`src/rtl/pcie_scr_pkg.sv`:
```
// Shared types, polynomials, seeds and the byte-wide LFSR step for the multi-lane PCIe TX scrambler.
package pcie_scr_pkg;

  typedef enum logic {SCR_GEN12 = 1'b0, SCR_GEN3 = 1'b1} scr_mode_e;

  // Galois feedback masks: the polynomial terms below the top degree.
  localparam logic [22:0] GEN1_POLY = 23'h000039;
  localparam logic [22:0] GEN3_POLY = 23'h210125;
  localparam logic [22:0] GEN1_SEED = 23'h00FFFF;
  localparam logic [22:0] GEN3_SEED [8] = '{
    23'h1DBFBC, 23'h0607BB, 23'h1EC760, 23'h18C0DB,
    23'h010F12, 23'h19CFC9, 23'h0277CE, 23'h1BB807
  };

  function automatic logic [22:0] lane_seed(input scr_mode_e mode, input logic [3:0] lane);
    return (mode == SCR_GEN3) ? GEN3_SEED[lane[2:0]] : GEN1_SEED;
  endfunction

  // Returns {next_state, keystream_byte}; keystream bit 0 is the first tap out.
  function automatic logic [30:0] lfsr_step_byte(input logic [22:0] state, input scr_mode_e mode,
                                                  input logic advance);
    logic [22:0] s;
    logic [7:0]  ks;
    s  = state;
    ks = '0;
    for (int b = 0; b < 8; b++) begin
      if (mode == SCR_GEN3) begin
        ks[b] = s[22];
        s     = {s[21:0], 1'b0} ^ (s[22] ? GEN3_POLY : 23'h0);
      end else begin
        ks[b] = s[15];
        s     = {7'd0, s[14:0], 1'b0} ^ (s[15] ? GEN1_POLY : 23'h0);
      end
    end
    if (!advance) s = state;
    return {s, ks};
  endfunction

endpackage

```
`src/rtl/pcie_lane_lfsr.sv`:
```
// One lane's scrambler: unrolls SYMS byte steps combinationally, commits LFSR state only on accept.
module pcie_lane_lfsr
  import pcie_scr_pkg::*;
#(
  parameter int LANE_WIDTH = 16,
  parameter int LANE_IDX   = 0,
  localparam int SYMS      = LANE_WIDTH / 8
) (
  input  logic                  clk_i,
  input  logic                  rst_n_i,
  input  scr_mode_e             mode_i,
  input  logic                  reseed_i,
  input  logic                  accept_i,
  input  logic                  init_i,
  input  logic                  bypass_i,
  input  logic [LANE_WIDTH-1:0] data_i,
  input  logic [SYMS-1:0]       k_i,
  input  logic [SYMS-1:0]       hold_i,
  output logic [LANE_WIDTH-1:0] data_o
);

  localparam logic [3:0] LANE_ID = 4'(LANE_IDX);

  logic [22:0] state_q, state_d;
  logic [22:0] seed, st;
  logic [30:0] r;
  logic [7:0]  byte_in;

  always_comb begin
    seed    = lane_seed(mode_i, LANE_ID);
    st      = (reseed_i || init_i) ? seed : state_q;
    data_o  = '0;
    r       = '0;
    byte_in = '0;
    for (int s = 0; s < SYMS; s++) begin
      byte_in = data_i[s*8 +: 8];
      r       = lfsr_step_byte(st, mode_i, !hold_i[s]);
      // K symbols only bypass in Gen1/2; Gen3 scrambles them like data.
      if (hold_i[s] || bypass_i || (k_i[s] && mode_i == SCR_GEN12))
        data_o[s*8 +: 8] = byte_in;
      else
        data_o[s*8 +: 8] = byte_in ^ r[7:0];
      st = r[30:8];
    end
    if (accept_i)      state_d = st;
    else if (reseed_i) state_d = seed;
    else               state_d = state_q;
  end

  always_ff @(posedge clk_i) begin
    if (!rst_n_i) state_q <= lane_seed(mode_i, LANE_ID);
    else          state_q <= state_d;
  end

endmodule

```
`src/rtl/pcie_multilane_scrambler.sv`:
```
// Multi-lane PCIe TX scrambler, Gen1/2 or Gen3, one valid/ready register stage (1-cycle latency, holds on stall).
// Optional PCIE_SCR_BYPASS_EN adds scr_bypass: data passes through while the LFSRs keep advancing.
module pcie_multilane_scrambler
  import pcie_scr_pkg::*;
#(
  parameter int NUM_LANES  = 8,
  parameter int LANE_WIDTH = 16,
  parameter int DATA_WIDTH = NUM_LANES * LANE_WIDTH,
  localparam int SYMS      = LANE_WIDTH / 8
) (
  input  logic                      clk,
  input  logic                      reset_n,
  input  logic                      mode_gen3,
`ifdef PCIE_SCR_BYPASS_EN
  input  logic                      scr_bypass,
`endif
  input  logic                      in_valid,
  output logic                      in_ready,
  input  logic [DATA_WIDTH-1:0]     in_data,
  input  logic [NUM_LANES*SYMS-1:0] in_k,
  input  logic [NUM_LANES*SYMS-1:0] in_hold,
  input  logic [NUM_LANES-1:0]      in_init,
  output logic                      out_valid,
  input  logic                      out_ready,
  output logic [DATA_WIDTH-1:0]     out_data,
  output logic [NUM_LANES*SYMS-1:0] out_k
);

  scr_mode_e                 mode_q, mode_in;
  logic                      mode_chg, accept, bypass;
  logic [DATA_WIDTH-1:0]     scr_data;
  logic                      out_valid_q, out_valid_d;
  logic [DATA_WIDTH-1:0]     out_data_q, out_data_d;
  logic [NUM_LANES*SYMS-1:0] out_k_q, out_k_d;

`ifdef PCIE_SCR_BYPASS_EN
  assign bypass = scr_bypass;
`else
  assign bypass = 1'b0;
`endif

  // The live mode input drives the lanes so a beat on a mode-change edge uses the new mode's seeds.
  assign mode_in  = scr_mode_e'(mode_gen3);
  assign mode_chg = (mode_in != mode_q);
  assign in_ready = !out_valid_q || out_ready;
  assign accept   = in_valid && in_ready;

  for (genvar l = 0; l < NUM_LANES; l++) begin : g_lane
    pcie_lane_lfsr #(.LANE_WIDTH(LANE_WIDTH), .LANE_IDX(l)) u_lane (
      .clk_i    (clk),
      .rst_n_i  (reset_n),
      .mode_i   (mode_in),
      .reseed_i (mode_chg),
      .accept_i (accept),
      .init_i   (in_init[l]),
      .bypass_i (bypass),
      .data_i   (in_data[l*LANE_WIDTH +: LANE_WIDTH]),
      .k_i      (in_k[l*SYMS +: SYMS]),
      .hold_i   (in_hold[l*SYMS +: SYMS]),
      .data_o   (scr_data[l*LANE_WIDTH +: LANE_WIDTH])
    );
  end

  always_comb begin
    out_valid_d = out_valid_q;
    out_data_d  = out_data_q;
    out_k_d     = out_k_q;
    if (accept) begin
      out_valid_d = 1'b1;
      out_data_d  = scr_data;
      out_k_d     = in_k;
    end else if (out_ready) begin
      out_valid_d = 1'b0;
    end
  end

  always_ff @(posedge clk) begin
    if (!reset_n) begin
      out_valid_q <= 1'b0;
      out_data_q  <= '0;
      out_k_q     <= '0;
      mode_q      <= mode_in;
    end else begin
      out_valid_q <= out_valid_d;
      out_data_q  <= out_data_d;
      out_k_q     <= out_k_d;
      mode_q      <= mode_in;
    end
  end

  assign out_valid = out_valid_q;
  assign out_data  = out_data_q;
  assign out_k     = out_k_q;

endmodule

```
`config.mk`:
```
export PLATFORM = sky130hd
export DESIGN_NAME = pcie_multilane_scrambler
export DESIGN_NICKNAME = d
export VERILOG_FILES = /design/src/rtl/pcie_scr_pkg.sv /design/src/rtl/pcie_lane_lfsr.sv /design/src/rtl/pcie_multilane_scrambler.sv
export SDC_FILE = /design/constraint.sdc
export NUM_CORES = 2
export LEC_CHECK = 0
export BUFFER_PORTS_ARGS = -buffer_cell sky130_fd_sc_hd__buf_4
export CAP_MARGIN = 25
export CORE_ASPECT_RATIO = 1.5
export CORE_MARGIN = 8
export CORE_UTILIZATION = 45
export CTS_CLUSTER_SIZE = 24
export DETAILED_ROUTE_END_ITERATION = 6
export PLACE_DENSITY = 0.65
export SLEW_MARGIN = 20
export SYNTH_ARGS = -nofsm -noshare
export SYNTH_HDL_FRONTEND = slang
export SYNTH_HIERARCHICAL = 1
export SYNTH_SLANG_ARGS = --single-unit
```
`constraint.sdc`:
```
create_clock -name clk -period 12.4 [get_ports clk]
set_clock_uncertainty 0.05 [all_clocks]
set_input_delay 1.24 -clock clk [delete_from_list [all_inputs] [get_ports clk]]
set_output_delay 1.24 -clock clk [all_outputs]
set_load 0.1 [all_outputs]
```
# Word level (Yosys, flattened, before mapping)
# Index checks and enable logic that the tools add are counted.
# classes
n_eq_ne	2
n_reduce_logical	44
mux	586
n_bitwise	273
# op_table
op	n
$mux 23	176
$xor 16x23->23	128
$xor 23x23->23	128
$mux 22	128
$mux 6	128
$mux 1	130
$mux 8	16
$xor 8x8->8	16
$mux 21	5
$logic_or 1x1->1	25
$mux 19	1
$mux 18	1
$logic_and 1x1->1	17
$mux 17	1
$ne 3x1->1 const B	1
$reduce_bool 2->1	1
$logic_not 1->1	1
$ne 1x1->1	1
$not 1->1	1
# word_totals
in_bits	173
regBits	330
elab_cells	917
output_inout_bits	146

# Depth between registers and ports, before layout
# depth
ltp_word	55
ltp_mapped	16
ltp_nobuf	13

# By module
# Netlist, hierarchy kept.
# modules_own_cells
mod	area_each_um2	instances	cells_each	seq_area_each_um2
pcie_multilane_scrambler	5739.3	1	632	2922.8
pcie_lane_lfsr at g_lane[4].u_lane	3746.1	1	478	690.7
pcie_lane_lfsr at g_lane[0].u_lane	3654.8	1	460	690.7
pcie_lane_lfsr at g_lane[1].u_lane	3606.0	1	456	690.7
pcie_lane_lfsr at g_lane[2].u_lane	3512.1	1	425	690.7
pcie_lane_lfsr at g_lane[3].u_lane	3429.5	1	435	690.7
pcie_lane_lfsr at g_lane[7].u_lane	3408.3	1	449	690.7
pcie_lane_lfsr at g_lane[5].u_lane	3404.5	1	430	690.7
pcie_lane_lfsr at g_lane[6].u_lane	3299.4	1	423	690.7

# Worst setup path after synthesis
# OpenSTA, ideal clock, no wires.
# synth_path
path_kind	input to register
from	in mode_gen3
to	reg g_lane[7].u_lane.state_q[5], data pin
cell_stages	13
setup_slack_ps	7176
arrival_ps	4909
cell_sequence	xor2_1 -> clkbuf_1 -> or2_1 -> clkbuf_1 -> nor2_1 -> a2111oi_0 -> nand3b_2 -> mux2_4 -> xnor2_4 -> mux2i_2 -> a21o_1 -> nor3_1 -> or3_1
# synth_between
elab_chain_cells	47
word_cells_on_any_way	84
# synth_lines
element	line_no	source
start: declaration	pcie_multilane_scrambler.sv:13	input logic mode_gen3,
$ne 1x1->1	pcie_multilane_scrambler.sv:44	assign mode_chg = (mode_in != mode_q);
$logic_or 1x1->1	pcie_lane_lfsr.sv:31	st = (reseed_i || init_i) ? seed : state_q;
$mux 23	pcie_lane_lfsr.sv:31	
$xor 23x23->23	pcie_scr_pkg.sv:29	s = {s[21:0], 1'b0} ^ (s[22] ? GEN3_POLY : 23'h0);
$mux 23	pcie_scr_pkg.sv:27	if (mode == SCR_GEN3) begin
$mux 22	pcie_scr_pkg.sv:29	
$xor 23x23->23	pcie_scr_pkg.sv:29	
$mux 23	pcie_scr_pkg.sv:27	
[... 31 more ...]	-	
$xor 23x23->23	pcie_scr_pkg.sv:29	
$mux 23	pcie_scr_pkg.sv:27	
$mux 22	pcie_scr_pkg.sv:29	
$xor 23x23->23	pcie_scr_pkg.sv:29	
$mux 23	pcie_scr_pkg.sv:27	
$mux 23	pcie_scr_pkg.sv:35	if (!advance) s = state;
$mux 23	pcie_lane_lfsr.sv:45	if (accept_i) state_d = st;
$mux 23 *	pcie_lane_lfsr.sv:51	if (!rst_n_i) state_q <= lane_seed(mode_i, LANE_ID);
end signal: assignment	pcie_lane_lfsr.sv:51	
end signal: assignment	pcie_lane_lfsr.sv:52	else state_q <= state_d;
end: declaration	pcie_lane_lfsr.sv:24	logic [22:0] state_q, state_d;
# Every way passes the cells marked *; elsewhere a longest branch is shown, timed or not. The select of a mux whose other input is x is not followed.
# A chain may end at the register's enable or synchronous reset.

# Worst setup path in the final report
# layout_path
from	in mode_gen3
to	reg g_lane[5].u_lane.state_q[6], data pin
# layout_between
elab_chain_cells	47
word_cells_on_any_way	81
# layout_lines
element	line_no
$ne 1x1->1	pcie_multilane_scrambler.sv:44
$logic_or 1x1->1	pcie_lane_lfsr.sv:31
$mux 23	pcie_lane_lfsr.sv:31
$mux 22	pcie_scr_pkg.sv:29
$xor 23x23->23	pcie_scr_pkg.sv:29
$mux 23	pcie_scr_pkg.sv:27
$xor 23x23->23	pcie_scr_pkg.sv:29
$mux 23	pcie_scr_pkg.sv:27
[... 31 more ...]	-
$mux 22	pcie_scr_pkg.sv:29
$xor 23x23->23	pcie_scr_pkg.sv:29
$mux 23	pcie_scr_pkg.sv:27
$xor 16x23->23 or $xor 23x23->23 (tied branches)	pcie_scr_pkg.sv:32, pcie_scr_pkg.sv:29
$mux 23	pcie_scr_pkg.sv:27
$mux 23 *	pcie_scr_pkg.sv:35
$mux 23 *	pcie_lane_lfsr.sv:45
$mux 23 *	pcie_lane_lfsr.sv:51
end signal: assignment	pcie_lane_lfsr.sv:51
end signal: assignment	pcie_lane_lfsr.sv:52
end: declaration	pcie_lane_lfsr.sv:24
# Every way passes the cells marked *; elsewhere a longest branch is shown, timed or not.

==> flow_metrics.tcl <==
set metrics [dict create \
    grt_pass1_vias 30460 \
    status "completed" \
    syn_area_um2 33800 \
    min_path_cells 2 \
    layout_commonest_cell "nand2_1" \
    hold_violations 0 \
    synth_cell_types 131 \
    die_w_um 239.8 \
    synth_top_area_frac 0.1635 \
    root_buffer "clkbuf_16" \
    clockBufferDepth 3 \
    synth_xor_xnor_area_share 0.2434 \
    grt_overflow 0 \
    cts_hold_buf 0 \
    cts_setup_buffers 0 \
    drt.antenna.violating_nets 0 \
    worstReg2RegStart "mode_q" \
    synth_area_leaders "edfxtp_1 16%, xnor2_1 13%, dfxtp_1 8.6%" \
    core_area_um2 74640 \
    drc 0 \
    postRouteWirelength_um 124100 \
    startpoint_type "input port" \
    power.total_mw 5.083 \
    initial_utilization 0.4528 \
    post_cts_resize_count 0 \
    io_pins 319 \
    async_flop_share 0 \
    maxSlewHeadroom 0.2813 \
    maxCapViolations 0 \
    layout_min_cycle_time_ns 5.851 \
    synth_top_family_by_area "XOR/XNOR gates" \
    met2_usage 0.4995 \
    crit_required_ns 12.69 \
    rsz0062_at_grt "false" \
    yosys.area_share.simple 0.1801 \
    die_h_um 351.7 \
    yosysTopAreaCell "edfxtp_1" \
    drtIter0Drc 3321 \
    reg2reg_depth 10 \
    top_usage_layer "met2" \
    layout.nets 4429 \
    numClockSinks 330 \
    pwr_density_cell_nw_per_um2 134.6 \
    synth_compound_area_frac 0.2122 \
    grtUsageMet3 0.04816 \
    fmax_mhz 170.9 \
    num_rows 123 \
    die-area_um2 84320 \
    seq_area_frac_synth 0.2499 \
    vias_per_cell 6.045 \
    yosys_most_used_dff "edfxtp_1" \
    grt_max_degree 155 \
    muxShareOfSynthArea 0.06341 \
    min-delay-start "out_data[71]" \
    final_cell_mix "647 x nand2_1, 505 x xnor2_1, 357 x buf_4" \
    synth-seq-cells 330 \
    syn-instance-count 4188 \
    htree_levels 2 \
    grt_use_total 0.2821 \
    setup_viol 0 \
    cp-end-kind "flip-flop" \
    setup_tns_ns 0 \
    hp-class "reg -> reg" \
    vias 31960 \
    synthAdderAreaFrac 0 \
    setup_slack_ns 6.549 \
    crit_arrival_ns 6.14 \
    wl_per_cell_um 23.47 \
    hold_end "out_data[71]" \
    insertion_delay_ns 0.59 \
    first_pass_iters 6 \
    grt_pass1_wl_um 187100 \
    r2r_end "g_lane[4].u_lane/state_q[9]" \
    synth-warning-count 6 \
    place_worst_setup_slack_ns 6.076 \
    path_clk_slew_ns 0.06 \
    cp_max_fo 76 \
    tightest_slew_ns 1.061 \
    grtUsageMet1 0.3283 \
    dp_hpwl_um 92070 \
    numCtsBuffers 39 \
    critPathKind "in -> reg" \
    synth_edf_count 184 \
    antenna_found_initial 4 \
    drive_above_1_share 0.1340 \
    finalCritPeriodShare 0.4719 \
    syn_area_per_cell_um2 8.071 \
    reg2reg_slack_ns 7.53 \
    maxSlewViolCount 0 \
    cts_tree "yes" \
    io_buffer_count 318 \
    ir_drop_uv 132.0 \
    syn_to_final_growth_pct 11.71 \
    p_leak_nw 14.33 \
    gp_congestion 0.9809 \
]
==> cells by family (layout without fill, tap and decap cells) <==
family	count (synthesis)	count (layout)
and+or+nand+nor	1342	1342
AOI/OAI and AO/OA	1096	1096
xor gates and xnor gates	805	805
buffers and inverters	403	483
DFF	330	330
muxes	211	211
other	1	20
==> metal layers <==
| layer | vias up | routed length, um | part of all wire |
|---|---|---|---|
| li1 | 14860 | - | - |
| met1 | 15110 | 46920 | 0.38 |
| met2 | 1634 | 61120 | 0.49 |
| met3 | 354 | 9647 | 0.078 |
| met4 | 2 | 6404 | 0.052 |
| met5 | - | 13 | 0.00010 |
==> where the power goes <==
part           internal [mW]  switching [mW]
registers               1.28           0.174
clock network          0.684           0.527
logic                  0.960            1.46
==> how the worst max path moves through the flow <==
| stage | startpoint | to | depth (start not counted) |
|---|---|---|---|
| after floorplan | mode_gen3 | g_lane[7].u_lane/state_q[5] | 13 |
| after global placement | mode_gen3 | g_lane[7].u_lane/state_q[8] | 13 |
| after global routing | mode_gen3 | g_lane[7].u_lane/state_q[8] | 14 |
| final | mode_gen3 | g_lane[5].u_lane/state_q[6] | 12 |
| after detailed placement | mode_gen3 | g_lane[7].u_lane/state_q[8] | 13 |
| after CTS | mode_gen3 | g_lane[7].u_lane/state_q[8] | 13 |
==> sequential cells by signal (all words and copies together), names as in the netlist <==
| register | cells |
|---|---|
| g_lane.u_lane/state_q | 184 |
| out_data | 128 |
| out_k | 16 |
| mode_q | 1 |
| out_valid | 1 |
==> area by class of cell <==
class | instances | area (um^2)
inverter | 44 | 165.2
clock buffer | 57 | 1212
tap | 1000 | 1251
fill | 7260 | 36880
antenna | 3 | 7.507
sequential | 330 | 8448
clock inverter | 12 | 78.83
multi-input combinational | 3471 | 23720
timing repair buffer | 370 | 2880
==> critical path, cell delays in order <==
cell	delay [ns]
buf_8	0.28
buf_4	0.63
buf_4	0.73
clkinv_1	0.96
mux2i_1	0.42
xnor3_1	0.27
a221oi_2	0.54
xor2_1	0.38
xnor2_1	0.16
o21ai_1	0.09
xnor2_1	0.16
a21o_1	0.18
==> Yosys cell counts (all sizes together) (18+ instances only) <==
library cell and number:
xnor3 44, and3 22, a22oi 64, a211oi 45, clkbuf 238, or2 18, o211ai 48, nand3 47
buf 121, nand2 648, o221ai 19, a21o 23, o22ai 42, mux2i 198, o21a 27, nor2 309
inv 38, nand2b 51, a221oi 18, a31oi 36, a21oi 232, xor2 222, dfxtp 146, o31ai 23
o311ai 23, xor3 23, or3 29, nor2b 22, xnor2 516, edfxtp 184, o21ai 353, and2 35
nor3 71
==> stage by stage <==
step	hold slack, ns	cells	util	cell area, um^2
final	0.4058	5287	0.5059	37760
after global routing	0.4224	5287	0.5059	37760
after CTS	0.4083	5278	0.5050	37690
after detailed placement	0.3983	5209	0.4877	36400
after global placement	0.3932	5206	0.4867	36330
after floorplan	0.6617	4204	-	33860
(Power assumes the default switching activity.)
